==> src/rtl/alu_pkg.sv <==
// Shared ALU definitions: opcode encodings and field widths, used by the issue
// queue and by the ALU itself.
package alu_pkg;

  localparam int OPCODE_W = 4;
  localparam int SHAMT_W  = 5;

  localparam logic [OPCODE_W-1:0] OP_ADD   = 4'd0;
  localparam logic [OPCODE_W-1:0] OP_SUB   = 4'd1;
  localparam logic [OPCODE_W-1:0] OP_AND   = 4'd2;
  localparam logic [OPCODE_W-1:0] OP_OR    = 4'd3;
  localparam logic [OPCODE_W-1:0] OP_SLL   = 4'd4;
  localparam logic [OPCODE_W-1:0] OP_SGT   = 4'd5;
  localparam logic [OPCODE_W-1:0] OP_PASSB = 4'd6;
  localparam logic [OPCODE_W-1:0] OP_SLT   = 4'd7;

  function automatic logic op_is_legal(input logic [OPCODE_W-1:0] op);
    return op <= OP_SLT;
  endfunction

endpackage

==> src/rtl/alu_cmd_fifo_mem.sv <==
// Command storage for the ALU issue queue: DEPTH x CMD_W register array with one
// write port and an asynchronous read address so the head falls through.
module alu_cmd_fifo_mem #(
  parameter int CMD_W = 73,
  parameter int DEPTH = 4
) (
  input  logic                     clk,
  input  logic                     wr_en,
  input  logic [$clog2(DEPTH)-1:0] wr_addr,
  input  logic [CMD_W-1:0]         wr_data,
  input  logic [$clog2(DEPTH)-1:0] rd_addr,
  output logic [CMD_W-1:0]         rd_data
);

  // Contents are never reset; validity is tracked by the controller's count.
  logic [CMD_W-1:0] entry_q [DEPTH];

  always_ff @(posedge clk) begin
    if (wr_en) begin
      entry_q[wr_addr] <= wr_data;
    end
  end

  assign rd_data = entry_q[rd_addr];

endmodule

==> src/rtl/alu_issue_queue.sv <==
// First-word-fall-through issue queue feeding {opcode, a, b, shamt} to the ALU.
// Optional macro ALU_ISSUE_OPCHECK_EN: drop opcodes > 7 and flag them on illegal_op.
module alu_issue_queue
  import alu_pkg::*;
#(
  parameter int WIDTH = 32,
  parameter int DEPTH = 4
) (
  input  logic                  clk,
  input  logic                  rst,
  input  logic                  in_valid,
  output logic                  in_ready,
  input  logic [OPCODE_W-1:0]   in_opcode,
  input  logic [WIDTH-1:0]      in_a,
  input  logic [WIDTH-1:0]      in_b,
  input  logic [SHAMT_W-1:0]    in_shamt,
  output logic                  out_valid,
  input  logic                  out_ready,
  output logic [OPCODE_W-1:0]   opcode,
  output logic [WIDTH-1:0]      input1,
  output logic [WIDTH-1:0]      input2,
  output logic [SHAMT_W-1:0]    shiftValue,
`ifdef ALU_ISSUE_OPCHECK_EN
  output logic                  illegal_op,
`endif
  output logic [$clog2(DEPTH):0] count
);

  localparam int AW    = $clog2(DEPTH);
  localparam int CW    = AW + 1;
  localparam int CMD_W = OPCODE_W + 2 * WIDTH + SHAMT_W;
  localparam logic [CW-1:0] FULL_CNT = CW'(DEPTH);

  logic [AW-1:0]    wr_ptr_q, wr_ptr_d;
  logic [AW-1:0]    rd_ptr_q, rd_ptr_d;
  logic [CW-1:0]    count_q, count_d;
  logic             hs_in, push, pop;
  logic [CMD_W-1:0] wr_data, rd_data;

  assign in_ready  = (count_q < FULL_CNT);
  assign out_valid = (count_q != '0);
  assign hs_in     = in_valid && in_ready;
  assign pop       = out_valid && out_ready;

`ifdef ALU_ISSUE_OPCHECK_EN
  logic illegal_op_q, illegal_op_d;

  assign push         = hs_in && op_is_legal(in_opcode);
  assign illegal_op_d = hs_in && !op_is_legal(in_opcode);
  assign illegal_op   = illegal_op_q;

  always_ff @(posedge clk or posedge rst) begin
    if (rst) illegal_op_q <= 1'b0;
    else     illegal_op_q <= illegal_op_d;
  end
`else
  assign push = hs_in;
`endif

  always_comb begin
    wr_ptr_d = wr_ptr_q;
    rd_ptr_d = rd_ptr_q;
    count_d  = count_q;
    if (push) wr_ptr_d = wr_ptr_q + 1'b1;
    if (pop)  rd_ptr_d = rd_ptr_q + 1'b1;
    case ({push, pop})
      2'b10:   count_d = count_q + 1'b1;
      2'b01:   count_d = count_q - 1'b1;
      default: count_d = count_q;
    endcase
  end

  // Pointers are AW bits wide, so wrap modulo DEPTH comes for free.
  always_ff @(posedge clk or posedge rst) begin
    if (rst) begin
      wr_ptr_q <= '0;
      rd_ptr_q <= '0;
      count_q  <= '0;
    end else begin
      wr_ptr_q <= wr_ptr_d;
      rd_ptr_q <= rd_ptr_d;
      count_q  <= count_d;
    end
  end

  assign wr_data = {in_opcode, in_a, in_b, in_shamt};

  alu_cmd_fifo_mem #(
    .CMD_W (CMD_W),
    .DEPTH (DEPTH)
  ) u_mem (
    .clk     (clk),
    .wr_en   (push),
    .wr_addr (wr_ptr_q),
    .wr_data (wr_data),
    .rd_addr (rd_ptr_q),
    .rd_data (rd_data)
  );

  // Stale array contents must never leak out while the queue is empty.
  always_comb begin
    opcode     = '0;
    input1     = '0;
    input2     = '0;
    shiftValue = '0;
    if (out_valid) begin
      {opcode, input1, input2, shiftValue} = rd_data;
    end
  end

  assign count = count_q;

endmodule

==> config.mk <==
export PLATFORM = sky130hd
export DESIGN_NAME = alu_issue_queue
export DESIGN_NICKNAME = d
export VERILOG_FILES = /design/src/rtl/alu_pkg.sv /design/src/rtl/alu_cmd_fifo_mem.sv /design/src/rtl/alu_issue_queue.sv
export SDC_FILE = /design/constraint.sdc
export NUM_CORES = 1
export LEC_CHECK = 0
export ABC_AREA = 1
export BUFFER_PORTS_ARGS = -buffer_cell sky130_fd_sc_hd__buf_4
export CAP_MARGIN = 30
export CORE_UTILIZATION = 35
export CTS_BUF_LIST = sky130_fd_sc_hd__clkbuf_4 sky130_fd_sc_hd__clkbuf_8
export DETAILED_ROUTE_END_ITERATION = 10
export PLACE_DENSITY = 0.5
export RECOVER_POWER = 25
export SYNTH_ARGS = -nofsm -noshare
export SYNTH_HDL_FRONTEND = slang
export SYNTH_HIERARCHICAL = 1
export SYNTH_SLANG_ARGS = --single-unit
export TNS_END_PERCENT = 30
==> constraint.sdc <==
create_clock -name clk -period 12.9 [get_ports clk]
set_input_delay 1.935 -clock clk [delete_from_list [all_inputs] [get_ports clk]]
set_output_delay 1.935 -clock clk [all_outputs]
set_load 0.02 [all_outputs]
==> summary.txt, run 1 <==
Die
  • Die Footprint: between 30,000 and 40,000 um2
  • Core ar.: 37,700 um2
  • Initial Util: 35.5%
  • # IOs: around 160
  • Rows: just over 70
  • Die H: 197 um
  • Die W: 197 um

Timing
  • Max_slew headroom: 37.0%
  • Setup TNS: 0 ns
  • Setup Skew: 0.0270 ns
  • RSZ-0062 raised after global routing: no
  • Post-layout min period: between 5 and 6 ns
  • Final period util: 40.3%
  • Worst-Margin Slew: 0.944 ns
  • Final Hold Viols: 0
  • Finish-stage setup viols: 0
  • Max-slew violations: 0
  • Fmax: between 150 and 200 MHz

Final layout
  • Share of post-route cells with drive strength above 1: 14.5%
  • Area growth syn-to-layout: 17.9%
  • Final net count: 1,597
  • Cell Count, Final, Fillers Out: 2,070

Worst setup path
  • Setup crit start: rd_ptr_q[0]$_DFFE_PP0P_
  • Slowest CP cell: dfrtp_4
  • CP cell instances: inv_4 -> buf_4 -> nand2_1 -> nand3_1 -> nand2_1 -> inv_1 -> nor2_1 -> buf_4
  • CP required: ~11 ns
  • RR Startpoint: rd_ptr_q[0]$_DFFE_PP0P_
  • Setup CP Type: reg -> out
  • Reg2reg end: rd_ptr_q[1]$_DFFE_PP0P_
  • Crit. End Element: output pin
  • Reg2Reg Depth: 6
  • CP max stage delay: 1.00 ns
  • Reg-to-reg slack, setup: 10.59 ns
  • Worst EP arrival: 3.27 ns
  • Critical Path End: input2[31]
  • Worst-path fanout max: 77
  • Critical Path Start Type: flop

GRT
  • Largest net degree at the start of global routing: just under 80
  • Overflow after GRT: 0
  • Total Routing Usage GR: 15.7%
  • Vias in the first global route: 8,510
  • First-pass GRT wire length: 46.7 mm
  • Antenna violations before repair: 4

Clock tree
  • Num CTS Buffers: 50
  • Post-CTS Setup Bufs: 0
  • # resized after CTS: 0
  • CTS root buf: clkbuf_8
  • Sink Count: approximately 300
  • Htree depth: 2
  • Bufs on Longest Clock Path: 3
  • CTS tree: yes
  • CTS Hold Bufs: 0
  • Clk_lat worst skew: 0.58 ns
  • CTS clk-pin slew, worst paths: 0.06 ns

Placement
  • Placed Instances: 1,977
  • DP HPWL: 17.1 mm
  • IO buf count: 154
  • Routability cong.: about 0.7

Logic synthesis
  • Post-Syn Instances: 1,351
  • Yosys reg bits: 299
  • Syn nets: 1,430
  • Top cell type's share of synthesized area: about 66%
  • Async set or reset register ratio after synthesis: 2.34%
  • Number of flops mapped to enable cells by yosys: 292
  • Area leader, netlist: edfxtp_1
  • Sequential area share after synthesis: 66.9%
  • Synth Cell Area: 13,400 um2
  • Top_reg_cell synth: edfxtp_1
  • Ys Warns: 6
  • Syn avg cell area: 9.90 um2
  • Synth cell types: 23
  • Top cells by area, synth: edfxtp_1 66%, inv_1 11%, nand2_1 11%

Power and ir drop
  • VDD IR max: roughly 170 uV
  • Leak Pwr: 7.42 nW
  • Pwr dens: 236 nW/um2

Hold path
  • Hold_sp: count[2]$_DFFE_PP0P_
  • Worst hold path class: reg -> reg

Detailed routing
  • Via count: between 8,000 and 9,000
  • Routed wire length: 30.0 mm
  • Detail Route Antenna Nets: 0
  • DR WL/cell: 14.5 um
  • Pre-Repair DR Iteration Count: 4
  • Via density: 4.23
  • Iteration-0 DRC Markers: 407
  • DRC violations left: 0

Outcome
  • Status: completed

Flow run
  • Max-Cap Viols: 0
[synthesized netlist by cell type, types with 2 or more instances]
cell / n
buf_2: 19
buf_4: 11
buf_6: 16
clkbuf_1: 7
dfrtp_1: 7
edfxtp_1: 292
inv_1: 379
inv_2: 4
nand2_1: 379
nand3_1: 149
nor2_1: 65
nor2_2: 8
nor3_1: 4
o21ai_0: 2
[stage by stage]
stage	hold slack [ns]	setup WS [ns]	util (%)	total power [mW]	cell area, um2
final	0.513	7.70	41.8	3.73	15800
after global routing	0.550	7.43	41.8	4.00	15800
after CTS	0.516	7.57	42.3	3.81	15900
after detailed placement	0.505	8.22	39.7	2.98	14900
after global placement	0.512	7.69	39.5	2.95	14900
after floorplan	0.495	5.19	-	2.42	13400
[worst max-delay path: cells and delay by family (launching register included)]
| kind | cells | cell delay [ns] |
|---|---|---|
| AND/OR/NAND/NOR | 4 | 0.49 |
| buffers and inverters | 4 | 1.08 |
| flip-flops | 1 | 1.00 |
[worst min path at each step]
stage                               to  cells after the start  slack, ns
5_1_grt           count[2]$_DFFE_PP0P_                      2       0.55
6_report          count[2]$_DFFE_PP0P_                      2       0.51
3_5_place_dp      count[2]$_DFFE_PP0P_                      2       0.51
2_1_floorplan  rd_ptr_q[1]$_DFFE_PP0P_                      2       0.50
3_3_place_gp      count[2]$_DFFE_PP0P_                      2       0.51
4_1_cts           count[0]$_DFFE_PP0P_                      1       0.52
[cells in the final DEF, fill, tap and decap left out]
| cell | count |
|---|---|
| nand2_1 | 379 |
| clkbuf_1 | 45 |
| clkinv_1 | 10 |
| ha_1 | 1 |
| buf_16 | 2 |
| buf_4 | 121 |
| nor2_1 | 65 |
| clkbuf_4 | 28 |
| clkinvlp_4 | 1 |
| inv_1 | 379 |
| dfrtp_4 | 2 |
| clkbuf_8 | 53 |
| inv_8 | 1 |
| xnor2_1 | 1 |
| inv_2 | 2 |
| dfrtp_1 | 5 |
| diode_2 | 2 |
| nor2_2 | 8 |
| clkinv_2 | 1 |
| edfxtp_1 | 292 |
| nand3b_1 | 1 |
| inv_4 | 1 |
| nand3_1 | 149 |
| nand4_1 | 1 |
| nand3_4 | 1 |
| fa_1 | 1 |
| xor2_1 | 1 |
| o21ai_0 | 2 |
| nor3_2 | 4 |
[logic make-up after synthesis]
group	synth area share (%)
XOR/XNOR	0.131
adder cells (fa/ha/maj)	0.243
flip-flops	66.9
AO/OA/AOI/OAI	0.0749
buffers and inverters	13.9
AND/OR/NAND/NOR	18.8
[per-layer routing]
layer / GRT usage, % / share of wire (%) / vias to the layer above
li1: - / - / 4444
met5: 0 / 0.090 / -
met2: 26.4 / 48 / 169
met3: 3.59 / 5.4 / 52
met1: 19.7 / 45 / 4079
met4: 5.57 / 2.1 / 4
[where the power goes]
part	internal (mW)	switching [mW]
Combinational	0.547	1.02
Sequential	1.24	0.100
Clock	0.454	0.361
[state kept, by name (all words and copies together) (netlist names)]
signal,flops
count,3
rd_ptr_q,2
u_mem/entry_q,292
wr_ptr_q,2
[area by class of cell]
| class | count | area (um2) |
|---|---|---|
| fillers | 3775 | 21900 |
| multi-input cells | 614 | 2590 |
| clock buffers | 80 | 932 |
| diodes | 2 | 5.00 |
| flip-flops and latches | 299 | 8950 |
| repair buffers | 169 | 1140 |
| clock inverters | 11 | 45.0 |
| inverters | 384 | 1450 |
| well taps | 511 | 639 |
Power figures use the tool's default switching activity.
==> run 2, diff against run 1 <==
Settings changed: PLACE_DENSITY 0.5 to 0.52.
Clock period 12.9 ns to 4.7 ns, I/O delays scaled along.
==> summary.txt, run 2 (synthesis results as in run 1) <==
Final layout
  • Multi-input logic area: 2590 um2 (unchanged)
  • Design Area, Final: 15,900 um2 (+0.60%)
  • Max reg flops: 292 (unchanged)
  • Biggest register: u_mem/entry_q
  • Final Util: 42.1% (+0.25 points)
  • Share of post-route cells with drive strength above 1: 14.9% (+0.46 points)
  • Reg area: 8950 um2 (unchanged)
  • Fillers: 3,732 (-1.1%)
  • Final net count: 1,604 (+0.44%)
  • Area growth syn-to-layout: 18.6%
  • Cell Count, Final, Fillers Out: 2,075 (+0.24%)
  • Most frequent cells in the layout: 379 x nand2_1, 379 x inv_1, 292 x edfxtp_1

Worst setup path
  • Setup crit start: rd_ptr_q[0]$_DFFE_PP0P_
  • RR Startpoint: count[2]$_DFFE_PP0P_
  • Worst EP arrival: 3.07 ns (-0.20 ns)
  • Critical Path Start Type: flop
  • Worst-path fanout max: 84 (+9.1%)
  • Reg2Reg Depth: 6 (unchanged)
  • Reg2reg end: u_mem/entry_q[1][24]$_DFFE_PP_
  • Reg-to-reg slack, setup: 2.46 ns (-8.13 ns)
  • Slowest CP cell: inv_4
  • CP cell instances: inv_4 -> buf_4 -> nand2_1 -> nand3_1 -> nand2_1 -> inv_1 -> nor2_1 -> buf_4
  • Setup CP Type: reg -> out
  • Critical Path End: input2[28]
  • CP max stage delay: 0.78 ns (-0.22 ns)
  • Crit. End Element: output pin
  • CP required: 3.99 ns (-6.98 ns)

Clock tree
  • Sink Count: 299 (unchanged)
  • Post-CTS Setup Bufs: 0 (unchanged)
  • CTS clk-pin slew, worst paths: 0.06 ns (about the same)
  • Bufs on Longest Clock Path: 3 (unchanged)
  • CTS Hold Bufs: 0 (unchanged)
  • CTS tree: yes
  • Htree depth: 2 (unchanged)
  • CTS root buf: clkbuf_8
  • # resized after CTS: 0 (unchanged)
  • Num CTS Buffers: 54 (+8.0%)
  • Clk_lat worst skew: 0.58 ns (about the same)

Timing
  • Post-layout min period: about 3.8 ns
  • Finish-stage setup viols: 0 (unchanged)
  • Hold Slack: 0.0925 ns (-0.421 ns)
  • Max_slew headroom: 36.7% (-0.34 points)
  • Final period util: 80.4%
  • Worst-Margin Slew: 0.950 ns (+0.00512 ns)
  • RSZ-0062 raised after global routing: no
  • Final Hold Viols: 0 (unchanged)
  • Final WS setup: 0.923 ns (-6.77 ns)
  • Setup Skew: 0.0144 ns (-0.0126 ns)
  • Max-slew violations: 0 (unchanged)
  • Fmax: between 200 and 300 MHz

Power and ir drop
  • Leak Pwr: 7.48 nW (+0.73%)
  • Pwr dens: 655 nW/um2 (+180%)
  • VDD IR max: 432 uV (+160%)

Detailed routing
  • Routed wire length: 29.5 mm (-1.6%)
  • Via density: 4.23 (about the same)
  • Via count: 8,775 (+0.31%)
  • DR WL/cell: 14.2 um (-1.9%)
  • Detail Route Antenna Nets: 0 (unchanged)
  • DRC violations left: 0 (unchanged)
  • Pre-Repair DR Iteration Count: 5 (+1)
  • Iteration-0 DRC Markers: 426 (+4.7%)

Die
  • Initial Util: 35.5% (unchanged)
  • Die H: 197 um (unchanged)
  • Rows: 71 (unchanged)
  • # IOs: 155 (unchanged)
  • Die Footprint: 39,000 um2 (unchanged)
  • Core ar.: 37,700 um2 (unchanged)
  • Die W: 197 um (unchanged)

Hold path
  • Worst hold path class: in -> async

Flow run
  • Max-Cap Viols: 0 (unchanged)

Placement
  • Placed inst area: 15,000 um2 (+0.21%)
  • Placed Instances: 1,980 (+0.15%)
  • Pre-CTS setup slack: 1.48 ns (-6.74 ns)
  • IO buf count: 154 (unchanged)
  • Routability cong.: 0.702 (+0.60%)
  • DP HPWL: 16.8 mm (-1.5%)

GRT
  • First-pass GRT wire length: 45.7 mm (-2.3%)
  • Largest net degree at the start of global routing: 85 (+9.0%)
  • Total Routing Usage GR: 15.3% (-0.38 points)
  • Overflow after GRT: 0 (unchanged)
  • Vias in the first global route: 8,353 (-1.8%)
  • Antenna violations before repair: 0 (-4)

Outcome
  • Status: completed
[run 2: stage by stage]
stage | total power, mW | setup TNS (ns)
global placement | 8.13 | 0
detailed placement | 8.19 | 0
CTS | 10.6 | 0
floorplan | 6.65 | -520.77
finish | 10.4 | 0
global route | 11.1 | 0
[run 2: worst min-delay path by stage]
stage,from,to,slack (ns),depth (start not counted)
floorplan,rd_ptr_q[1]$_DFFE_PP0P_,rd_ptr_q[1]$_DFFE_PP0P_,0.50,2
global placement,count[2]$_DFFE_PP0P_,count[2]$_DFFE_PP0P_,0.51,2
detailed placement,count[0]$_DFFE_PP0P_,count[0]$_DFFE_PP0P_,0.52,1
CTS,rst,count[2]$_DFFE_PP0P_,0.05,2
global route,rst,count[2]$_DFFE_PP0P_,0.06,2
finish,rst,count[2]$_DFFE_PP0P_,0.09,2
[run 2: per-layer routing]
metal,part of all wire [%],global-route usage [%],wire length [um],vias up
met4,2.0,5.05,592,0
li1,-,-,-,4465
met1,44,19.0,12900,4088
met5,0,0,0,-
met3,4.5,2.95,1340,49
met2,50,26.6,14600,173
[run 2: layout make-up]
type	count	area share (%)
Timing Repair Buffer	172	7.34
Inverter	384	9.16
Sequential cell	299	56.5
Clock inverter	12	0.489
Antenna cell	1	0.0158
Clock buffer	82	6.13
Multi-Input combinational cell	614	16.4
Tap cell	511	4.03
[run 2: where the power goes]
part | internal [mW] | switching (mW) | total (mW) | leakage (nW)
Combinational | 1.52 | 2.86 | 4.38 | 4.17
Sequential | 3.41 | 0.233 | 3.64 | 2.74
Clock | 1.36 | 1.01 | 2.37 | 0.568
[run 2: worst max-delay path: cells and delay by family (launching register included)]
family                 cells  cell delay [ns]
buffers and inverters      4             1.44
flip-flops                 1             0.73
AND/OR/NAND/NOR            4             0.27
